## src/rtl/conv_layer_sequencer_if.sv

```systemverilog
// Avalon-MM style register/memory bus bundle shared by the CPU slave port,
// the SDRAM descriptor master and the conv controller master.
interface conv_layer_sequencer_if #(
    parameter int ADDR_W = 32
);
    logic [ADDR_W-1:0] address;
    logic              read;
    logic              write;
    logic [31:0]       writedata;
    logic [31:0]       readdata;
    logic              waitrequest;

    modport master (
        output address, read, write, writedata,
        input  readdata, waitrequest
    );

    modport slave (
        input  address, read, write, writedata,
        output readdata, waitrequest
    );
endinterface

```

## src/rtl/conv_layer_sequencer.sv

```systemverilog
// Conv layer sequencer: walks a table of 6-word layer descriptors in SDRAM,
// programs and starts the conv controller once per layer, and waits for it to
// finish. The CPU sees a 4-register control/status port.
module conv_layer_sequencer #(
    parameter int CNT_W      = 16,
    parameter int DESC_WORDS = 6
) (
    input  logic                   clk,
    input  logic                   reset,
    conv_layer_sequencer_if.slave  cpu,
    conv_layer_sequencer_if.master sdram,
    conv_layer_sequencer_if.master conv
);
    localparam logic [31:0]      DESC_STRIDE = 32'(4 * DESC_WORDS);
    localparam logic [2:0]       LAST_WORD   = 3'(DESC_WORDS - 1);
    localparam logic [CNT_W-1:0] CNT_ONE     = CNT_W'(1);

    typedef enum logic [2:0] {
        S_IDLE, S_FETCH, S_CHECK, S_PROG, S_START, S_GAP, S_WAIT, S_FINISH
    } state_t;

    state_t           state, state_next;
    logic [31:0]      desc_base;
    logic [31:0]      desc_ptr;     // byte address of the descriptor being worked on
    logic [CNT_W-1:0] desc_count;
    logic [CNT_W-1:0] progress;     // doubles as the descriptor index
    logic             done, err, busy;
    logic [2:0]       idx;          // word index in FETCH/PROG, gap counter in S_GAP
    logic [31:0]      desc_buf [DESC_WORDS];

    logic start_req, desc_bad, last_desc;
    logic unused_ok;

    assign busy      = (state != S_IDLE);
    assign start_req = (state == S_IDLE) && cpu.write && (cpu.address == 2'd0) && cpu.writedata[0];
    assign desc_bad  = (desc_buf[5] < 32'd3) || (desc_buf[3] == '0) || (desc_buf[4] == '0);
    assign last_desc = ((progress + CNT_ONE) == desc_count);
    assign unused_ok = ^{cpu.read, conv.readdata};

    assign cpu.waitrequest = 1'b0;

    // CPU register readback, combinational in the same cycle as the address
    always_comb begin
        cpu.readdata = '0;
        case (cpu.address)
            2'd0:    cpu.readdata = {29'b0, err, done, busy};
            2'd1:    cpu.readdata = desc_base;
            2'd2:    cpu.readdata[CNT_W-1:0] = desc_count;
            default: cpu.readdata[CNT_W-1:0] = progress;
        endcase
    end

    // State register
    always_ff @(posedge clk) begin
        // NOTE: sequential state uses non-blocking assignment so every flop samples pre-edge values.
        if (reset) state <= S_IDLE;
        else       state <= state_next;
    end

    // Next-state and bus strobes; strobes are a pure function of state, so they hold during stalls
    always_comb begin
        // NOTE: every output gets a default first so no path leaves a value unassigned (no latches).
        state_next       = state;
        sdram.address    = '0;
        sdram.read       = 1'b0;
        sdram.write      = 1'b0;
        sdram.writedata  = '0;
        conv.address     = '0;
        conv.read        = 1'b0;
        conv.write       = 1'b0;
        conv.writedata   = '0;
        unique case (state)
            S_IDLE:   if (start_req) state_next = (desc_count == '0) ? S_FINISH : S_FETCH;
            S_FETCH: begin
                sdram.read    = 1'b1;
                sdram.address = desc_ptr + {27'b0, idx, 2'b00};
                if (!sdram.waitrequest && idx == LAST_WORD) state_next = S_CHECK;
            end
            S_CHECK:  state_next = desc_bad ? S_IDLE : S_PROG;
            S_PROG: begin
                conv.write     = 1'b1;
                conv.address   = idx + 3'd1;
                conv.writedata = desc_buf[idx];
                if (!conv.waitrequest && idx == LAST_WORD) state_next = S_START;
            end
            S_START: begin
                conv.write     = 1'b1;
                conv.writedata = 32'd1;
                if (!conv.waitrequest) state_next = S_GAP;
            end
            // The controller may still look idle right after the start write, so let it settle
            S_GAP:    if (idx == 3'd1) state_next = S_WAIT;
            S_WAIT: begin
                conv.read = 1'b1;
                if (!conv.waitrequest) state_next = last_desc ? S_IDLE : S_FETCH;
            end
            S_FINISH: state_next = S_IDLE;
            default:  state_next = S_IDLE;
        endcase
    end

    // Register file, descriptor buffer and sequencing counters
    always_ff @(posedge clk) begin
        if (reset) begin
            desc_base  <= '0;
            desc_count <= '0;
            desc_ptr   <= '0;
            progress   <= '0;
            done       <= 1'b0;
            err        <= 1'b0;
            idx        <= '0;
            // NOTE: the descriptor buffer is a handful of flops with a defined reset value, so it is cleared here.
            for (int k = 0; k < DESC_WORDS; k++) desc_buf[k] <= '0;
        end else begin
            if (cpu.write && !busy) begin
                case (cpu.address)
                    2'd1:    desc_base  <= {cpu.writedata[31:2], 2'b00};
                    2'd2:    desc_count <= cpu.writedata[CNT_W-1:0];
                    default: ;
                endcase
            end
            unique case (state)
                S_IDLE: if (start_req) begin
                    done     <= 1'b0;
                    err      <= 1'b0;
                    progress <= '0;
                    desc_ptr <= desc_base;
                    idx      <= '0;
                end
                S_FETCH: if (!sdram.waitrequest) begin
                    desc_buf[idx] <= sdram.readdata;
                    idx           <= (idx == LAST_WORD) ? 3'd0 : idx + 3'd1;
                end
                S_CHECK: if (desc_bad) begin
                    err  <= 1'b1;
                    done <= 1'b1;
                end
                S_PROG:  if (!conv.waitrequest) idx <= (idx == LAST_WORD) ? 3'd0 : idx + 3'd1;
                S_START: if (!conv.waitrequest) idx <= '0;
                S_GAP:   idx <= idx + 3'd1;
                S_WAIT: if (!conv.waitrequest) begin
                    progress <= progress + CNT_ONE;
                    desc_ptr <= desc_ptr + DESC_STRIDE;
                    idx      <= '0;
                    if (last_desc) done <= 1'b1;
                end
                S_FINISH: done <= 1'b1;
                default: ;
            endcase
        end
    end
endmodule

```

## src/flat_wrapper.sv

```systemverilog
// flat-port wrapper written by rule: the top's interface ports become plain ports
module conv_layer_sequencer_flat 
#(
    parameter int CNT_W      = 16,
    parameter int DESC_WORDS = 6
)
  (clk, reset, cpu_address, cpu_read, cpu_write, cpu_writedata, cpu_readdata, cpu_waitrequest, sdram_address, sdram_read, sdram_write, sdram_writedata, sdram_readdata, sdram_waitrequest, conv_address, conv_read, conv_write, conv_writedata, conv_readdata, conv_waitrequest);
  conv_layer_sequencer_if #(.ADDR_W(2)) cpu_i ();
  conv_layer_sequencer_if #(.ADDR_W(32)) sdram_i ();
  conv_layer_sequencer_if #(.ADDR_W(3)) conv_i ();
  input  logic clk;
  input  logic reset;
  input wire logic [$bits(cpu_i.address)-1:0] cpu_address;
  input wire logic [$bits(cpu_i.read)-1:0] cpu_read;
  input wire logic [$bits(cpu_i.write)-1:0] cpu_write;
  input wire logic [$bits(cpu_i.writedata)-1:0] cpu_writedata;
  output wire logic [$bits(cpu_i.readdata)-1:0] cpu_readdata;
  output wire logic [$bits(cpu_i.waitrequest)-1:0] cpu_waitrequest;
  output wire logic [$bits(sdram_i.address)-1:0] sdram_address;
  output wire logic [$bits(sdram_i.read)-1:0] sdram_read;
  output wire logic [$bits(sdram_i.write)-1:0] sdram_write;
  output wire logic [$bits(sdram_i.writedata)-1:0] sdram_writedata;
  input wire logic [$bits(sdram_i.readdata)-1:0] sdram_readdata;
  input wire logic [$bits(sdram_i.waitrequest)-1:0] sdram_waitrequest;
  output wire logic [$bits(conv_i.address)-1:0] conv_address;
  output wire logic [$bits(conv_i.read)-1:0] conv_read;
  output wire logic [$bits(conv_i.write)-1:0] conv_write;
  output wire logic [$bits(conv_i.writedata)-1:0] conv_writedata;
  input wire logic [$bits(conv_i.readdata)-1:0] conv_readdata;
  input wire logic [$bits(conv_i.waitrequest)-1:0] conv_waitrequest;
  assign cpu_i.address = cpu_address;
  assign cpu_i.read = cpu_read;
  assign cpu_i.write = cpu_write;
  assign cpu_i.writedata = cpu_writedata;
  assign cpu_readdata = cpu_i.readdata;
  assign cpu_waitrequest = cpu_i.waitrequest;
  assign sdram_address = sdram_i.address;
  assign sdram_read = sdram_i.read;
  assign sdram_write = sdram_i.write;
  assign sdram_writedata = sdram_i.writedata;
  assign sdram_i.readdata = sdram_readdata;
  assign sdram_i.waitrequest = sdram_waitrequest;
  assign conv_address = conv_i.address;
  assign conv_read = conv_i.read;
  assign conv_write = conv_i.write;
  assign conv_writedata = conv_i.writedata;
  assign conv_i.readdata = conv_readdata;
  assign conv_i.waitrequest = conv_waitrequest;
  conv_layer_sequencer #(.CNT_W(CNT_W), .DESC_WORDS(DESC_WORDS)) u_core (.clk(clk), .reset(reset), .cpu(cpu_i), .sdram(sdram_i), .conv(conv_i));
endmodule
```

## config.mk

```make
export PLATFORM = sky130hd
export DESIGN_NAME = conv_layer_sequencer_flat
export DESIGN_NICKNAME = d
export VERILOG_FILES = /design/src/rtl/conv_layer_sequencer_if.sv /design/src/rtl/conv_layer_sequencer.sv /design/src/flat_wrapper.sv
export SDC_FILE = /design/constraint.sdc
export NUM_CORES = 1
export LEC_CHECK = 0
export CORE_UTILIZATION = 30
export DETAILED_ROUTE_END_ITERATION = 12
export DONT_BUFFER_PORTS = 1
export SLEW_MARGIN = 10
export SYNTH_ARGS = -nofsm -noshare
export SYNTH_HDL_FRONTEND = slang
export SYNTH_SLANG_ARGS = --single-unit
```

## constraint.sdc

```tcl
create_clock -name clk -period 4.35 [get_ports clk]
set_input_delay 0.87 -clock clk [delete_from_list [all_inputs] [get_ports clk]]
set_output_delay 0.87 -clock clk [all_outputs]
set_load 0.1 [all_outputs]
```

# Word level (Yosys, flattened, before mapping)
# Memory sizes are Yosys's and may differ from the RTL's. A register that Yosys moved wholly into a read port is not among the register bits.
# Index checks and enable logic that the tools add are counted.
totals:
  reg_bits: 102
  latch_bits: 0
  ramBits: 192
  rom_bits: 0
  output_inout_bits: 136
  word_cells: 115
  mem_count: 1
memory_table:
  columns: ["memory", "words", "word_bits", "rd", "rd_ports_with_merged_regs", "wr", "line", "text"]
  rows:
  - ["u_core.desc_buf", 6, 32, 4, 1, 6, "conv_layer_sequencer.sv:29", "logic [31:0] desc_buf [DESC_WORDS];"]
classes:
  n_addsub: 4
  n_mul: 0
  div: 0
  n_lt_le_gt_ge: 1
  n_eq_ne: 23
  shifts: 0
  mux: 47
  bitwise_logic: 0
  reduce_logical: 31
op_table:
  columns: ["cell", "count"]
  rows:
  - ["32-bit 2-to-1 mux", 4]
  - ["32-bit one-hot mux with 2 select lines", 2]
  - ["32-bit zero test", 2]
  - ["16-bit 2-to-1 mux", 3]
  - ["3-bit 2-to-1 mux", 16]
  - ["16-bit one-hot mux with 3 select lines", 1]
  - ["32-bit by 5-bit adder with 32-bit output", 1]
  - ["32-bit by 5-bit adder with 32-bit output (second input constant)", 1]
  - ["32-bit by 2-bit < comparator with 1-bit output (second input constant)", 1]
  - ["16-bit one-hot mux with 2 select lines", 1]
  - ["32-bit OR reduction", 1]
  - ["3-bit one-hot mux with 8 select lines", 1]
  - ["16-bit by 1-bit adder with 16-bit output (second input constant)", 1]
  - ["16-bit == test", 1]
  - ["16-bit zero test", 1]
  - ["3-bit == test (second input constant)", 5]
  - ["1-bit 2-to-1 mux", 15]
  - ["3-bit one-hot mux with 5 select lines", 1]
  - ["2-bit by 1-bit != test with 1-bit output (second input constant)", 6]
  - ["2-bit != test (second input constant)", 5]
  - ["5-bit AND reduction", 2]
  - ["3-bit by 1-bit == test with 1-bit output (second input constant)", 2]
  - ["3-bit by 2-bit == test with 1-bit output (second input constant)", 2]
  - ["1-bit logical AND", 6]
  - ["18 further kinds", 25]

# Logic depth before layout (Yosys ltp)
# Gate-level depths: netlist of run 1.
depth:
  depth_word: 8
  mapped_depth: 9
  mapped_depth_nobuf: 9

# Least setup slack after synthesis of run 1
# No wires, ideal clock.
synth_path:
  path_kind: "input-to-output"
  from: "input port cpu_address[0]"
  to: "output port cpu_readdata[1]"
  arrival_time_ps: 3645
  slack_ps: -165
  stages: 3
  path_buffers: 2
  cell_sequence: "clkbuf_1 -> clkbuf_1 -> o31ai_1"
synth_via:
  elab_chain_cells: 2
synth_rtl:
  columns: ["element", "line", "text"]
  rows:
  - ["from (decl)", "flat_wrapper.sv:13", "input wire logic [$bits(cpu_i.address)-1:0] cpu_address;"]
  - ["2-bit == test, or another cell as far along", "conv_layer_sequencer.sv:45", "case (cpu.address)"]
  - ["16-bit one-hot mux with 3 select lines *", "conv_layer_sequencer.sv:45", null]
  - ["to (decl)", "flat_wrapper.sv:17", "output wire logic [$bits(cpu_i.readdata)-1:0] cpu_readdata;"]
# Mark *: on every way between the ends. The rest lies on a longest branch, timed or not.

# Final worst setup path of run 1
layout_path:
  from: "register u_core.idx[0]"
  to: "output port sdram_address[30]"
layout_via:
  elab_chain_cells: 2
layout_rtl:
  columns: ["element", "line", "text"]
  rows:
  - ["from (decl)", "conv_layer_sequencer.sv:28", "logic [2:0] idx;"]
  - ["from (signal assigned)", "conv_layer_sequencer.sv:132", "idx <= (idx == LAST_WORD) ? 3'd0 : idx + 3'd1;"]
  - ["from (signal assigned)", "conv_layer_sequencer.sv:138", "S_PROG: if (!conv.waitrequest) idx <= (idx == LAST_WORD) ? 3'd0 : idx + 3'd1;"]
  - ["from (signal assigned)", "conv_layer_sequencer.sv:140", "S_GAP: idx <= idx + 3'd1;"]
  - ["32-bit by 5-bit adder with 32-bit output", "conv_layer_sequencer.sv:76", "sdram.address = desc_ptr + {27'b0, idx, 2'b00};"]
  - ["32-bit 2-to-1 mux", "conv_layer_sequencer.sv:72", "unique case (state)"]
  - ["to (decl)", "flat_wrapper.sv:19", "output wire logic [$bits(sdram_i.address)-1:0] sdram_address;"]
# Every way passes these cells.

==> reports/qor.csv, run 1 <==
stage;metric;value;unit
outcome;run status;finished clean;
synthesis;Post-synth EDFFs;256;
power;PD cells;445;nW/µm²
critical_path;critical path endpoint category;output port;
synthesis;post-synthesis area per instance;10.8;µm²
place;Buffers on Ports;0;
synthesis;sequential area share after synthesis;54.9;%
sta;fin crit period;4.08;ns
finish;layout cells sized above 1;21.4;%
sta;Slew @ Worst Pin;1.19;ns
finish;Area growth syn-to-layout;15.7;%
sta;Slew Limit Fails;0;
sta;Hold Worst Slack;0.406;ns
sta;final setup margin;0.266;ns
floorplanning;Die W;245;µm
sta;Final Hold Viols;0;
place;final HPWL from detailed placement;34400;µm
clocking;clock-pin slew on the worst setup and hold paths;0.06;ns
sta;RSZ-0062 raised after global routing;no;
synthesis;Distinct cells, synth;77;
sta;Fmax achieved;245;MHz
synthesis;Yosys reg bits;359;
power;maximum vdd drop;385;µV
route;WL final;52200;µm
route;vias;13000;
sta;fin crit share;93.9;%
floorplanning;core area;58100;µm²
synthesis;most used flip-flop cell after synthesis;edfxtp_1;
grt;all-layer global routing usage;17.2;%
synthesis;Async S/R FF share, synth;0;%
sta;setup tns final;0;ns
critical_path;WP data arrival;3.21;ns
place;Post-DP Area;19400;µm²
critical_path;CP Launch Type;register;
critical_path;Setup CP Type;reg2out;
clocking;CTS root buf;clkbuf_16;
place;GP Congestion;0.855;
sta;Final Setup Violations;0;
route;Antenna Violating Nets Remaining;0;
clocking;CTS sink count;359;
grt;first-pass GRT wire length;78500;µm
clocking;Num CTS Buffers;38;
floorplanning;# rows;88;
grt;GRT overflow;0;
grt;number of global-route vias before repair;12600;
clocking;TritonCTS clock tree;built;
route;Starting DRT DRC Count;987;
synthesis;synthesis warning total;0;
sta;clk_skew;0.0108;ns
clocking;Max H-tree Level;2;
floorplanning;Initial Util;30.5;%
floorplanning;die height;245;µm
clocking;Max Root-Sink Buffers;3;
grt;largest net degree at the start of global routing;104;
sta;Worst slew margin;21.1;%
floorplanning;# IOs;240;
finish;layout net count;1811;
power;Lkg Pwr;7.09;nW
critical_path;Required @ worst endpoint;3.48;ns
floorplanning;Die ar.;60200;µm²
min_path;Hold Crit Class;in2reg;
route;drt pass-1 iters;5;
synthesis;Synth Cell Area;17800;µm²
finish;Design Area, Final;20500;µm²
route;post-DR vias/cell;5.21;
route;Wirelength per Cell;20.9;µm
place;dpl ws;0.589;ns
route;DRC;0;
grt;initial antenna violation count;2;
synthesis;Synth Instances;1642;
clocking;clk_lat worst skew;0.56;ns
critical_path;crit path max fanout;9;
job;Max-cap violations;0;
-- synth_stat cells (3+ instances only) --
master    instances  area [µm²]
ha_1              7        87.6
nor3_1           21         105
nand3_1          31         155
nand3_2           3        30.0
and2_1           20         125
nand4_1          17         106
or3_1            12        75.1
xnor2_1          23         201
dfxtp_1         103        2060
buf_1            11        41.3
buf_4            37         278
edfxtp_1        256        7690
a22o_1           13         114
mux2_2           14         158
and4_1            5        43.8
clkbuf_1         77         289
o22ai_1           5        31.3
nand4_2           4        50.1
o211ai_1          3        22.5
nor4_1           33         206
nand2b_1          3        18.8
a211oi_1         15         113
nand3b_1          5        37.5
nor2b_1           7        43.8
a21o_1            3        22.5
or4_1             4        30.0
and3_1           14        87.6
o21ai_0          56         280
a21oi_1         112         561
nor2_1          297        1110
mux4_2           65        1460
mux2i_1          36         360
nand2_1         189         709
inv_1            44         165
o31ai_1           6        45.0
xor2_1           18         158
a22oi_1           6        45.0
buf_2            21         105
-- through the flow --
step	power [mW]	cells	util (%)
floorplan	5.62	1677	-
global placement	6.15	2423	33.3
finish	9.15	2494	35.3
detailed placement	6.17	2423	33.3
global route	9.52	2494	35.3
CTS	9.24	2493	35.3
-- cell families after synthesis --
group,share of synthesized area [%]
AOI/OAI and AO/OA,7.90
buffers and inverters,5.06
and+or+nand+nor,18.3
other,0.0211
xor gates and xnor gates,2.02
adders and majority gates,0.606
DFF,54.9
muxes,11.2
-- critical path: stages, from the launching register on --
cell and delay (ns):
dfxtp_2 0.45, ha_1 0.23, fa_1 0.22, a21oi_1 0.19, nor3_4 0.34, nand3_4 0.12, or2_1 0.29, or3_1 0.33
a21oi_2 0.16, buf_4 0.31
-- metal layers --
layer / global-route usage (%) / part of all wire [%]
met5: 0 / 0.017
met1: 22.8 / 42
met4: 4.04 / 1.6
met3: 4.16 / 8.7
met2: 28.0 / 48
-- layout by cell type (no fill, tap or decap), types with 6 or more instances in the layout --
| cell type | instances |
|---|---|
| and3_1 | 12 |
| nand3_1 | 31 |
| a21oi_1 | 103 |
| nand2_1 | 187 |
| edfxtp_1 | 256 |
| a211oi_1 | 15 |
| mux4_2 | 65 |
| xor2_1 | 18 |
| clkbuf_1 | 8 |
| nor2_2 | 55 |
| a22o_1 | 13 |
| inv_1 | 44 |
| mux2i_1 | 36 |
| dfxtp_1 | 99 |
| nand4_1 | 17 |
| and2_1 | 20 |
| ha_1 | 7 |
| a22oi_1 | 6 |
| nor2_1 | 242 |
| conb_1 | 36 |
| nor3_1 | 20 |
| clkbuf_16 | 38 |
| xnor2_1 | 23 |
| clkinv_2 | 11 |
| buf_4 | 124 |
| nor4_1 | 33 |
| clkinv_1 | 7 |
| nor2b_1 | 6 |
| a21oi_2 | 9 |
| mux2_2 | 14 |
| o21ai_0 | 54 |
| or3_1 | 12 |
-- area by class of cell --
cell class	instances	area, µm²
inverters	45	169
fillers	5764	37600
flip-flops and latches	359	9760
clock inverters	22	149
well taps	765	957
clock buffers	47	995
multi-input cells	1125	7470
repair buffers	130	1040
diodes	1	2.50
-- report_power, final --
group,switching (mW),internal (mW)
clock,1.41,1.65
combinational,1.39,0.596
sequential,0.229,3.88
total,3.03,6.12
-- sequential cells by signal, summed over array words and instances (netlist names), named ones only --
signal             count
u_core.desc_base      30
u_core.desc_buf      256
u_core.desc_count     16
u_core.desc_ptr       30
u_core.done            1
u_core.err             1
u_core.idx             3
u_core.progress       16
u_core.state           3
-- path summary, 6_finish.rpt --
check	start	to	slack [ns]	cells after the start
setup / recovery	u_core.idx[0]	sdram_address[30]	0.27	9
hold / removal	reset	register	0.41	1
setup reg to reg	u_core.state[0]	u_core.desc_buf[3][12]	1.21	8
hold reg to reg	u_core.desc_ptr[2]	u_core.desc_ptr[2]	0.47	2
-- repair_timing --
item                       in CTS  in global routing
hold buffers                    0                  0
setup buffers                   1                  0
gates resized for setup         0                  3
setup endpoints to repair       1                  4
pin swaps                       1                  0
No activity file was read; power rests on OpenSTA's default activity.
==> run 2: changes to the inputs <==
--- a/config.mk
+++ b/config.mk
@@ -6,6 +6,7 @@
 export NUM_CORES = 1
 export LEC_CHECK = 0
 export CORE_UTILIZATION = 30
+export CTS_CLUSTER_DIAMETER = 100
 export DETAILED_ROUTE_END_ITERATION = 12
 export DONT_BUFFER_PORTS = 1
 export SLEW_MARGIN = 10
==> results of run 2 <==
The final DEF is identical to that of run 1; final timing and power are the same.
